`src/rtl/uart_pkg.sv`:
```
// Shared types and register map for the byte-wide 8N1 UART.
package uart_pkg;

    typedef enum logic [1:0] {
        IDLE  = 2'd0,
        START = 2'd1,
        DATA  = 2'd2,
        STOP  = 2'd3
    } uart_state_t;

    localparam logic REG_DATA     = 1'b0;
    localparam int   ST_RX_AVAIL  = 0;
    localparam int   ST_TX_ACTIVE = 1;

endpackage

```
`src/rtl/uart_rx.sv`:
```
// Serial receiver: 2-flop synchronizer, mid-bit sampling, byte holding register.
// Latency: rx_done pulses in the cycle of the stop-bit sample, about 2 + 9.5 bit periods after the start edge.
// Backpressure: none; a new byte overwrites rx_reg regardless of whether the last one was read.
module uart_rx #(
    parameter int CLKS_PER_BIT = 434
) (
    input  logic       clk,
    input  logic       reset,
    input  logic       rx,
    output logic       rx_done,
    output logic [7:0] rx_reg
);
    import uart_pkg::*;

    localparam int            BW        = $clog2(CLKS_PER_BIT);
    localparam logic [BW-1:0] BIT_LAST  = BW'(CLKS_PER_BIT - 1);
    localparam logic [BW-1:0] HALF_LAST = BW'(CLKS_PER_BIT / 2 - 1);

    logic          rx_meta;
    logic          rx_s;
    uart_state_t   state, state_d;
    logic [BW-1:0] baud, baud_d;
    logic [2:0]    bit_idx, bit_idx_d;
    logic [7:0]    shift, shift_d;

    always_ff @(posedge clk) begin
        if (reset) begin
            rx_meta <= 1'b1;
            rx_s    <= 1'b1;
            state   <= IDLE;
            baud    <= '0;
            bit_idx <= '0;
            shift   <= '0;
            rx_reg  <= '0;
        end else begin
            rx_meta <= rx;
            rx_s    <= rx_meta;
            state   <= state_d;
            baud    <= baud_d;
            bit_idx <= bit_idx_d;
            shift   <= shift_d;
            if (rx_done) begin
                rx_reg <= shift;
            end
        end
    end

    always_comb begin
        state_d   = state;
        baud_d    = baud + 1'b1;
        bit_idx_d = bit_idx;
        shift_d   = shift;
        rx_done   = 1'b0;
        case (state)
            IDLE: begin
                baud_d = '0;
                if (!rx_s) state_d = START;
            end
            START: begin
                // Half a bit in: a line that is high again was only a glitch.
                if (baud == HALF_LAST) begin
                    baud_d  = '0;
                    state_d = rx_s ? IDLE : DATA;
                end
            end
            DATA: begin
                if (baud == BIT_LAST) begin
                    baud_d    = '0;
                    shift_d   = {rx_s, shift[7:1]};
                    bit_idx_d = bit_idx + 1'b1;
                    if (bit_idx == 3'd7) state_d = STOP;
                end
            end
            STOP: begin
                if (baud == BIT_LAST) begin
                    baud_d  = '0;
                    state_d = IDLE;
                    rx_done = rx_s;
                end
            end
            default: state_d = IDLE;
        endcase
    end

endmodule

```
`src/rtl/uart_core.sv`:
```
// 8N1 UART on a 68000-style bus: transmitter, bus decode, rx_avail flag; receiver in uart_rx.
// Latency: tx drops one cycle after the write strobe edge; a frame lasts exactly 10 bit periods.
// Backpressure: a write arriving while tx_active is high is dropped; software polls tx_active.
module uart_core #(
    parameter int CLKS_PER_BIT = 434
) (
    input  logic        clk,
    input  logic        reset,
    input  logic        rx,
    output logic        tx,
    input  logic        addr,
    input  logic        rw,
    input  logic        uds,
    input  logic        lds,
    input  logic [15:0] data_write,
    output logic [15:0] data_read,
    output logic        rx_avail,
    output logic        tx_active,
    input  logic        rx_avail_clear_i
);
    import uart_pkg::*;

    localparam int            BW       = $clog2(CLKS_PER_BIT);
    localparam logic [BW-1:0] BIT_LAST = BW'(CLKS_PER_BIT - 1);

    logic          wr_hi, wr_hi_q, wr_clr, tx_start;
    uart_state_t   tx_state, tx_state_d;
    logic [BW-1:0] tx_baud, tx_baud_d;
    logic [2:0]    tx_bit, tx_bit_d;
    logic [7:0]    tx_shift, tx_shift_d;
    logic          tx_d;
    logic          rx_done;
    logic [7:0]    rx_reg;
    logic [7:0]    status;

    assign wr_hi     = uds & ~rw & (addr == REG_DATA);
    assign wr_clr    = lds & ~rw & (addr == REG_DATA) & data_write[0];
    assign tx_active = (tx_state != IDLE);
    // Edge-detected so a strobe held across several cycles still sends one byte.
    assign tx_start  = wr_hi & ~wr_hi_q & ~tx_active;

    always_ff @(posedge clk) begin
        if (reset) begin
            wr_hi_q  <= 1'b0;
            tx_state <= IDLE;
            tx_baud  <= '0;
            tx_bit   <= '0;
            tx_shift <= '1;
            tx       <= 1'b1;
            rx_avail <= 1'b0;
        end else begin
            wr_hi_q  <= wr_hi;
            tx_state <= tx_state_d;
            tx_baud  <= tx_baud_d;
            tx_bit   <= tx_bit_d;
            tx_shift <= tx_shift_d;
            tx       <= tx_d;
            if (rx_done) begin
                rx_avail <= 1'b1;
            end else if (rx_avail_clear_i || wr_clr) begin
                rx_avail <= 1'b0;
            end
        end
    end

    always_comb begin
        tx_state_d = tx_state;
        tx_baud_d  = tx_baud + 1'b1;
        tx_bit_d   = tx_bit;
        tx_shift_d = tx_shift;
        case (tx_state)
            IDLE: begin
                tx_baud_d = '0;
                if (tx_start) begin
                    tx_state_d = START;
                    tx_shift_d = data_write[15:8];
                end
            end
            START: begin
                if (tx_baud == BIT_LAST) begin
                    tx_baud_d  = '0;
                    tx_state_d = DATA;
                end
            end
            DATA: begin
                if (tx_baud == BIT_LAST) begin
                    tx_baud_d  = '0;
                    tx_shift_d = {1'b1, tx_shift[7:1]};
                    tx_bit_d   = tx_bit + 1'b1;
                    if (tx_bit == 3'd7) tx_state_d = STOP;
                end
            end
            STOP: begin
                if (tx_baud == BIT_LAST) begin
                    tx_baud_d  = '0;
                    tx_state_d = IDLE;
                end
            end
            default: tx_state_d = IDLE;
        endcase
        // tx is registered from the next state so the line never glitches.
        case (tx_state_d)
            START:   tx_d = 1'b0;
            DATA:    tx_d = tx_shift_d[0];
            default: tx_d = 1'b1;
        endcase
    end

    always_comb begin
        status               = '0;
        status[ST_RX_AVAIL]  = rx_avail;
        status[ST_TX_ACTIVE] = tx_active;
        data_read            = (addr == REG_DATA) ? {rx_reg, status} : 16'h0000;
    end

    uart_rx #(
        .CLKS_PER_BIT(CLKS_PER_BIT)
    ) u_rx (
        .clk    (clk),
        .reset  (reset),
        .rx     (rx),
        .rx_done(rx_done),
        .rx_reg (rx_reg)
    );

endmodule

```
`config.mk`:
```
export PLATFORM = sky130hd
export DESIGN_NAME = uart_core
export DESIGN_NICKNAME = d
export VERILOG_FILES = /design/src/rtl/uart_pkg.sv /design/src/rtl/uart_rx.sv /design/src/rtl/uart_core.sv
export SDC_FILE = /design/constraint.sdc
export NUM_CORES = 1
export LEC_CHECK = 0
export CORE_MARGIN = 4
export CORE_UTILIZATION = 47
export DETAILED_ROUTE_END_ITERATION = 8
export HOLD_SLACK_MARGIN = 0.08
export PLACE_DENSITY_LB_ADDON = 0.3
export SLEW_MARGIN = 0
export SYNTH_ARGS = -nofsm -noshare
export SYNTH_HDL_FRONTEND = slang
export SYNTH_SLANG_ARGS = --single-unit
```
`constraint.sdc`:
```
create_clock -name clk -period 1.5 [get_ports clk]
set_clock_uncertainty 0.1 [all_clocks]
set_input_delay 0.3 -clock clk [delete_from_list [all_inputs] [get_ports clk]]
set_output_delay 0.3 -clock clk [all_outputs]
set_load 0.01 [all_outputs]
```
# After elaboration in Yosys (flattened, before gate mapping)
# Index checks and enable logic that the tools add are counted.
classes:
  eq_ne: 20
  n_reduce_logical: 12
  bitwise: 11
  mux: 27
  addsub: 4
op_table:
  columns: ["cell", "count"]
  rows:
  - ["2-to-1 mux 9 bit", 3]
  - ["one-hot mux 9 bit (3 select lines)", 1]
  - ["2-to-1 mux 2 bit", 11]
  - ["adder 9 x 1 -> 9 bit, second input constant", 2]
  - ["== test 9 bit, second input constant", 2]
  - ["one-hot mux 9 bit (2 select lines)", 1]
  - ["2-to-1 mux 16 bit", 1]
  - ["2-to-1 mux 8 bit", 2]
  - ["one-hot mux 2 bit (4 select lines)", 2]
  - ["one-hot mux 8 bit (2 select lines)", 1]
  - ["== test 2 bit, second input constant", 5]
  - ["== test 9 x 8 -> 1 bit, second input constant", 1]
  - ["inequality test 2 x 1 -> 1 bit, second input constant", 4]
  - ["bitwise AND 1 bit", 7]
  - ["adder 3 x 1 -> 3 bit, second input constant", 2]
  - ["== test 2 x 1 -> 1 bit, second input constant", 3]
  - ["== test 3 bit, second input constant", 2]
  - ["inequality test 2 bit, second input constant", 3]
  - ["nonzero test 2 bit", 3]
  - ["AND reduction 5 bit", 1]
  - ["zero test 2 bit", 2]
  - ["2-to-1 mux 1 bit", 4]
  - ["inverter 1 bit", 4]
  - ["AND reduction 2 bit", 2]
  - ["other kinds (5)", 5]
totals:
  reg_bits: 57
  word_cells: 89
  out_inout_bits: 19
  inputBits: 24

# Logic depth before layout (Yosys ltp)
depth:
  word_depth: 9
  depth_mapped: 7
  mapped_depth_nobuf: 6

# By module
# From an unflattened synthesis, not the netlist that was laid out.
hier_totals:
  cells_unflattened: 286
  hier_area_um2: 2643.8
modules_own_cells:
  columns: ["mod", "seq_area_each_um2", "area_each_um2", "cells_each", "n_inst"]
  rows:
  - ["uart_rx", 640.6, 1375.1, 139, 1]
  - ["uart_core", 500.5, 1268.7, 147, 1]

# Worst setup path before layout
# OpenSTA, ideal clock, no wires.
synth_timing:
  path_type: "register to register"
  startpoint: "register u_rx.baud[0]"
  endpoint: "register u_rx.bit_idx[1]"
  path_stages_with_launch: 7
  period_less_slack_ns: 1.655
  required_time_ns: 1.272
  t_arrival_ns: 1.428
  path_buffers: 1
  slack_ns: -0.155
  setup_ns: 0.128
  path_cell_list: "dfxtp_1 -> ha_1 -> and4bb_2 -> and4_1 -> buf_6 -> mux2i_1 -> nor2_1"
synth_via:
  elab_chain_len: 2
synth_lines:
  columns: ["item", "line_no", "source"]
  rows:
  - ["from (decl)", "uart_rx.sv:22", "logic [BW-1:0] baud, baud_d;"]
  - ["from (signal assigned)", "uart_rx.sv:39", "baud <= baud_d;"]
  - ["== test 9 bit", "uart_rx.sv:67", "if (baud == BIT_LAST) begin"]
  - ["AND reduction 2 bit (no source line)", null, null]
  - ["to (signal assigned)", "uart_rx.sv:40", "bit_idx <= bit_idx_d;"]
  - ["to (decl)", "uart_rx.sv:23", "logic [2:0] bit_idx, bit_idx_d;"]
# Every way passes these cells.
# A chain may end at the register's enable or synchronous reset.

# Worst setup path after layout
layout_timing:
  startpoint: "register u_rx.baud[1]"
  endpoint: "register u_rx.shift[2]"
layout_via:
  elab_chain_len: 2
layout_lines:
  columns: ["item", "line_no", "source"]
  rows:
  - ["== test 9 bit", "uart_rx.sv:67", null]
  - ["AND reduction 2 bit (no source line)", null, null]
  - ["to (signal assigned)", "uart_rx.sv:41", "shift <= shift_d;"]
  - ["to (decl)", "uart_rx.sv:24", "logic [7:0] shift, shift_d;"]
# Every way passes these cells.

==> results.txt <==
----------------------------------------------------
[Setup path]
  Critical path endpoint ... u_rx.shift[2]
  Kind of launch point of the worst setup path ... flop
  Type of the worst setup path ... flop to flop
  R2R depth ... 6
  Critical path endpoint category ... flop
  Worst setup path startpoint ... u_rx.baud[1]
  Launch point of the worst reg-to-reg path ... u_rx.baud[1]
  Critical Path AT ... 1720 ps
  Critical Path Fanout Max ... 6
  Critical Path Slowest Stage Cell ... sky130_fd_sc_hd__dfxtp_2
  Longest individual stage delay on the worst path ... approximately 330 ps
  Critical-path cell list ... inv_4 > ha_4 > and4bb_4 > and4_4 > mux2i_1 > nor2_1
  FF-to-FF setup slack ... -110 ps
  Endpoint of the lowest-slack register-to-register path ... u_rx.shift[2]
  Required time reported for the critical path endpoint ... around 1600 ps

[GRT]
  Antenna violations before repair ... 0
  Wire length of the first global-routing pass ... 9.16 mm
  Residual overflow from global routing ... 0
  Largest net degree at the start of global routing ... 27
  Via count of the first global-routing pass ... 2077
  Overall fraction of global-route tracks in use ... between 10% and 20%

[Timing]
  Fraction of the cycle the final worst path needs ... 107%
  Total of endpoints with negative setup slack in the final report ... 37
  Final slew viol count ... 0
  Final worst-path setup slack ... -112 ps
  Time the worst path needs with I/O delays and setup ... between 1500 and 2000 ps
  Unrepaired setup endpoints after global routing ... yes
  Final Hold Vio Count ... 0
  Achievable Freq ... 621 MHz

[Yosys]
  Area of the mapped netlist ... ~2600 sq um
  Leading cell types by total area after synthesis ... sky130_fd_sc_hd__dfxtp_1 44%, sky130_fd_sc_hd__mux2i_1 8.6%, sky130_fd_sc_hd__nor2_1 7.5%
  Share of synthesized area occupied by flip-flops and latches ... about 44%
  Number of synthesis warnings ... 0
  Syn_area_per_cell ... slightly below 10 sq um
  Number of flops mapped to enable cells by yosys ... 0
  Share of flip-flops with an asynchronous set or reset after synthesis ... 0%
  Top-area cell type share of the netlist area ... 44.4%
  FF+latch count, synth ... 57
  Most common flop cell mapped by yosys ... sky130_fd_sc_hd__dfxtp_1
  Largest area contributor in the synthesized netlist ... sky130_fd_sc_hd__dfxtp_1
  Post-synthesis cell type count ... 45
  Synthesized instance count ... around 270

[Final layout]
  Number of nets at the end of the flow ... between 300 and 400
  ANT cells ... 0
  Share of cells above drive strength 1 ... about a third
  Most used cells in the layout excluding fill and tap cells ... 51 x sky130_fd_sc_hd__dfxtp_1, 42 x sky130_fd_sc_hd__nor2_1, 39 x sky130_fd_sc_hd__buf_4
  Relative area change from synthesis to final layout ... 39.8%
  Final cell count without fillers ... ~420
  Largest registers ... tx_baud: 9 flops, u_rx.baud: 9 flops
  Most common library cell in the layout ignoring fill and taps ... sky130_fd_sc_hd__dfxtp_1
  Util after Layout ... between 60% and 70%

[CTS]
  TritonCTS clock tree ... yes
  Number of clock buffers inserted by TritonCTS ... 9
  Cell at the root of the clock tree ... sky130_fd_sc_hd__clkbuf_8
  Clock Sinks ... 57
  CTS clock-pin slew for the worst setup and hold paths ... 70 ps
  Number of hold buffers added after CTS ... 0
  Clock Path Buffers ... 2
  Number of levels the H-tree was split into ... 3
  Insertion delay of the later-clocked pin in the worst-skew pair ... 330 ps

[Outcome]
  Run status ... finished with violations
  Failing checks ... negative setup slack

[Power]
  Comb pwr share ... about 5.4%
  Power Internal ... approximately 2.6 mW
  Leakage component of the power ... 1.47 nW
  Switching power summed over all nets ... about 0.68 mW
  Fraction of power consumed by the clock network ... roughly 47%
  Maximum ir drop on the vdd rail ... slightly above 0.8 mV
  Switching power as a share of total power ... 20.9%
  PwrDens ... 902 nW/um^2
  Portion of total power attributed to sequential cells ... between 40% and 50%

[Worst hold path]
  Tightest Hold Check Type ... input pin to flop
  Worst min-delay path startpoint ... rw

[Die]
  Effective utilization at floorplan ... between 40% and 50%
  Number of standard-cell rows in the floorplan ... 26
  Number of I/O pins ... between 40 and 50
  Die Wd ... ~80 microns
  Die area ... approximately 6700 sq um
  Floorplan die height ... roughly 80 microns
  Placeable core region ... 5200 sq um

[Drt]
  Via/cell ratio ... 5.06
  Remaining design rule violation count ... 0
  Total wire length after detailed routing ... 5.47 mm
  First-pass DRT Iterations ... 4
  Number of DRC violations after detailed-routing iteration 0 ... 94
  Detail Route Antenna Nets ... 0
  Vias after detailed routing ... 2098
  Wire length per cell ... 13.2 microns

[Placement]
  Routability Congestion ... between 0.8 and 0.9
  Cell count after placement ... 389
  DP Worst Slack ... -540 ps
  I/O Buffers ... 29
  Half-perimeter wire length of the detailed placement result ... roughly 3.6 mm

[Flow run]
  Maximum Capacitance Violations ... 0

----------------------------------------------------
-- critical path, delay by kind of cell (launching register included) --
family | cells | cell delay [ps]
muxes | 1 | 220
buffers and inverters | 1 | 70
and+or+nand+nor | 3 | 640
DFF | 1 | 330
adders and majority gates | 1 | 120
-- layer usage --
metal / track usage (%) / routed length, microns / up-vias / share of wire (%)
met2: 30.2 / 2680 / 44 / 49
met1: 20.6 / 2410 / 977 / 44
li1: - / - / 1062 / -
met3: 5.48 / 215 / 15 / 3.9
met4: 8.64 / 162 / 0 / 3.0
met5: 0 / 0 / - / 0
-- cell families after synthesis --
family / Yosys count / synth area share [%]
mux: 22 / 8.57
xor+xnor: 17 / 5.80
simple gates: 103 / 21.8
fa+ha+maj: 9 / 4.38
buf+inv: 29 / 5.94
compound gates: 28 / 8.91
flops: 57 / 44.4
other cells: 1 / 0.146
-- layout make-up --
class	count	area, sq um
clock inverters	2	35.0
repair buffers	75	644
inverters	12	47.5
fillers	408	1610
flip-flops and latches	57	1150
multi-input cells	186	1450
clock buffers	13	179
well taps	70	87.6
-- through the flow --
stage,power [mW],hold WS (ps),setup TNS [ps],cell area (sq um)
finish,3.24,191,-2140,3590
global route,3.35,193,-5670,3590
CTS,3.26,185,-3230,3530
detailed placement,1.74,302,-14970,3190
global placement,1.74,306,-13580,3190
floorplan,1.66,289,-543,2630
-- worst min-delay path by stage --
stage | end | slack (ps) | depth (start not counted)
after floorplan | u_rx.rx_s | 290 | 1
after global placement | u_rx.rx_s | 310 | 1
after detailed placement | u_rx.rx_s | 300 | 1
after CTS | wr_hi_q | 190 | 3
after global routing | wr_hi_q | 190 | 3
final | wr_hi_q | 190 | 3
-- power groups by stage --
stage / Sequential [mW] / Clock (mW) / Combinational (mW)
5_1_grt: 1.54 / 1.61 / 0.191
3_3_place_gp: 1.58 / 0 / 0.164
6_report: 1.54 / 1.52 / 0.174
4_1_cts: 1.54 / 1.55 / 0.173
3_5_place_dp: 1.58 / 0 / 0.166
2_1_floorplan: 1.58 / 0 / 0.0863
-- repair_timing --
| action | in CTS | in global routing |
|---|---|---|
| pin swaps | 18 | 10 |
| cloned | 3 | 0 |
| setup buffers | 6 | 2 |
| endpoints found under the setup margin | 63 | 60 |
| resized for setup | 53 | 27 |
-- cell usage after synthesis, drive strengths merged (5+ instances only) --
master,count
a21o,6
a221o,6
buf,11
clkbuf,6
dfxtp,57
ha,9
inv,12
mux2i,22
nand2,6
nand3,7
nand4,5
nor2,52
nor2b,10
xnor2,10
xor2,7
Note: power is estimated with default switching activity, not from simulation.
==> edit (same settings) <==
The 4 states of `uart_state_t` get a one-hot encoding in 4 bits.
--- a/src/rtl/uart_pkg.sv
+++ b/src/rtl/uart_pkg.sv
@@ -2,9 +2,9 @@
 package uart_pkg;
 
-    typedef enum logic [1:0] {
-        IDLE  = 2'd0,
-        START = 2'd1,
-        DATA  = 2'd2,
-        STOP  = 2'd3
+    typedef enum logic [3:0] {
+        IDLE  = 4'b0001,
+        START = 4'b0010,
+        DATA  = 4'b0100,
+        STOP  = 4'b1000
     } uart_state_t;
 
Formal check against the unedited RTL: same outputs for any inputs over 10 cycles, from zero or initial values and one cycle with reset high; not proved beyond that.
==> edit against the original RTL <==
The flow still finishes with violations (setup timing). Via count grew 24%. Die area grew 7.4%. Design area up 16%. Routed wire length grew 39%. Area after synthesis up 8.2%. Total power increased by 12%. Non-clock buffer count increased by 22. Sequential cell count is 4 higher. Setup slack got worse by 0.30 ns. Critical path depth is 1 higher.
==> edit: results (changes against the original RTL) <==
[status]
run_status = finished, violations left
violations = setup timing

[worst_setup_path]
critPathMaxStageDelay_ns = 0.55  ; +0.22 ns
crit_fanout = 5  ; -1
cp.arrival_ns = 2.09  ; +0.37 ns
cp_slowest_cell = or4b_4

[sta]
setup_violations = 59  ; +59%
timing.final.ws_setup_ns = -0.415  ; -0.304 ns

[power]
leakage_nw = 1.77  ; +21%
vdd_drop_max_v = 0.000849  ; +2.6%

[final_layout]
nNetsFinal = 448  ; +20%
finalNonFillerCells = 492  ; +19%
drive_gt1_share_pct = 43.1  ; +11 points

[drt]
drtIter0Drc = 123  ; +31%
vias_per_cell = 5.30  ; +4.9%
wl_per_cell_um = 15.5  ; +18%

[yosys]
syn_inst = 317  ; +19%
synth_common_cells = dfxtp_1 (61), nor2_1 (46), nand2_1 (41), a21oi_1 (15)
synth.area.top_cells = dfxtp_1 (44%), nor2_1 (6.2%), nand2_1 (5.5%)
seq_area_frac_synth_pct = 43.9  ; -0.48 points
yosysUniqueCellTypes = 51  ; +13%

[global_route]
track_usage_pct = 19.9  ; +1.9 points
grt_max_degree = 16  ; -41%
first_global_vias = 2565  ; +23%
grt_pass1_wl_mm = 11.6  ; +26%

[placement]
place.gp.congestion = 0.868  ; +6.1%
pre_cts_ws_ns = -0.664  ; -0.124 ns
dp_hpwl_mm = 4.48  ; +24%
placed_area_um2 = 3550  ; +11%
dp_cells = 462  ; +19%

==> edit: cell count changes in the layout (fill, tap and decap cells not counted), moves of 4 or more <==
cell and change:
nand2_1 +21, a21oi_2 +11, nand2_2 +14, mux2i_1 -11, a221oi_2 +5, buf_6 +12, a21o_1 -6, buf_4 +12
nor2_1 -5, dfxtp_2 +6, nand2b_1 +5, nand4_1 -4, a221o_1 -6
==> edit: area by class of cell <==
type	instances	area, um2
clock buffers	12	155
clock inverters	4	70.1
multi-input cells	237	1770
well taps	72	90.1
repair buffers	97	827
fillers	393	1420
flip-flops and latches	61	1240
inverters	9	33.8
==> edit: critical path: cells and delay by family (launching register included) <==
family	cells	cell delay, ns
buffers and inverters	2	0.33
AND/OR/NAND/NOR	2	0.69
flip-flops	1	0.32
AO/OA/AOI/OAI	3	0.41
==> edit: timing repair <==
| item | 4_1_cts | 5_1_grt |
|---|---|---|
| gates cloned | 4 | 1 |
| resized for setup | 68 | 72 |
| setup endpoints to repair | 70 | 67 |
| buffers inserted | 5 | 5 |
| pin swaps | 26 | 32 |
==> edit: layer usage <==
| layer | wire length [um] | track usage [%] | up-vias |
|---|---|---|---|
| li1 | - | - | 1272 |
| met1 | 3140 | 22.7 | 1247 |
| met2 | 4020 | 35.0 | 75 |
| met3 | 344 | 5.83 | 16 |
| met4 | 121 | 7.48 | 0 |
| met5 | 0 | 0 | - |
==> edit: logic make-up (layout without fill, tap and decap cells) <==
kind of cell / after synthesis / in the layout / synth area share [%]
AND/OR/NAND/NOR: 148 / 150 / 27.2
adder cells (fa/ha/maj): 9 / 9 / 4.05
flip-flops: 61 / 61 / 43.9
AO/OA/AOI/OAI: 43 / 44 / 10.6
buffers and inverters: 27 / 122 / 4.82
XOR/XNOR: 17 / 17 / 5.36
multiplexers: 11 / 11 / 3.96
other: 1 / 6 / 0.135
==> edit: path summary, 6_finish.rpt <==
check | start | to | slack, ns | cells past startpoint
worst min-delay path | uds | wr_hi_q | 0.17 | 2
worst max-delay path | tx_state[1] | tx | -0.42 | 7
worst max register to register | tx_state[1] | tx | -0.42 | 7
worst min register to register | u_rx.rx_meta | u_rx.rx_s | 0.31 | 1
==> edit: stage by stage <==
stage / setup TNS, ns / util (%)
after floorplan: -6.78 / -
after global placement: -18.52 / 63.3
after detailed placement: -19.99 / 63.3
after CTS: -9.11 / 70.8
after global routing: -16.01 / 74.6
final: -12.50 / 74.6
==> edit: where the power goes <==
group	internal, mW	total (mW)	switching [mW]
clock network	1.02	1.65	0.629
registers	1.64	1.66	0.0180
logic	0.161	0.325	0.164
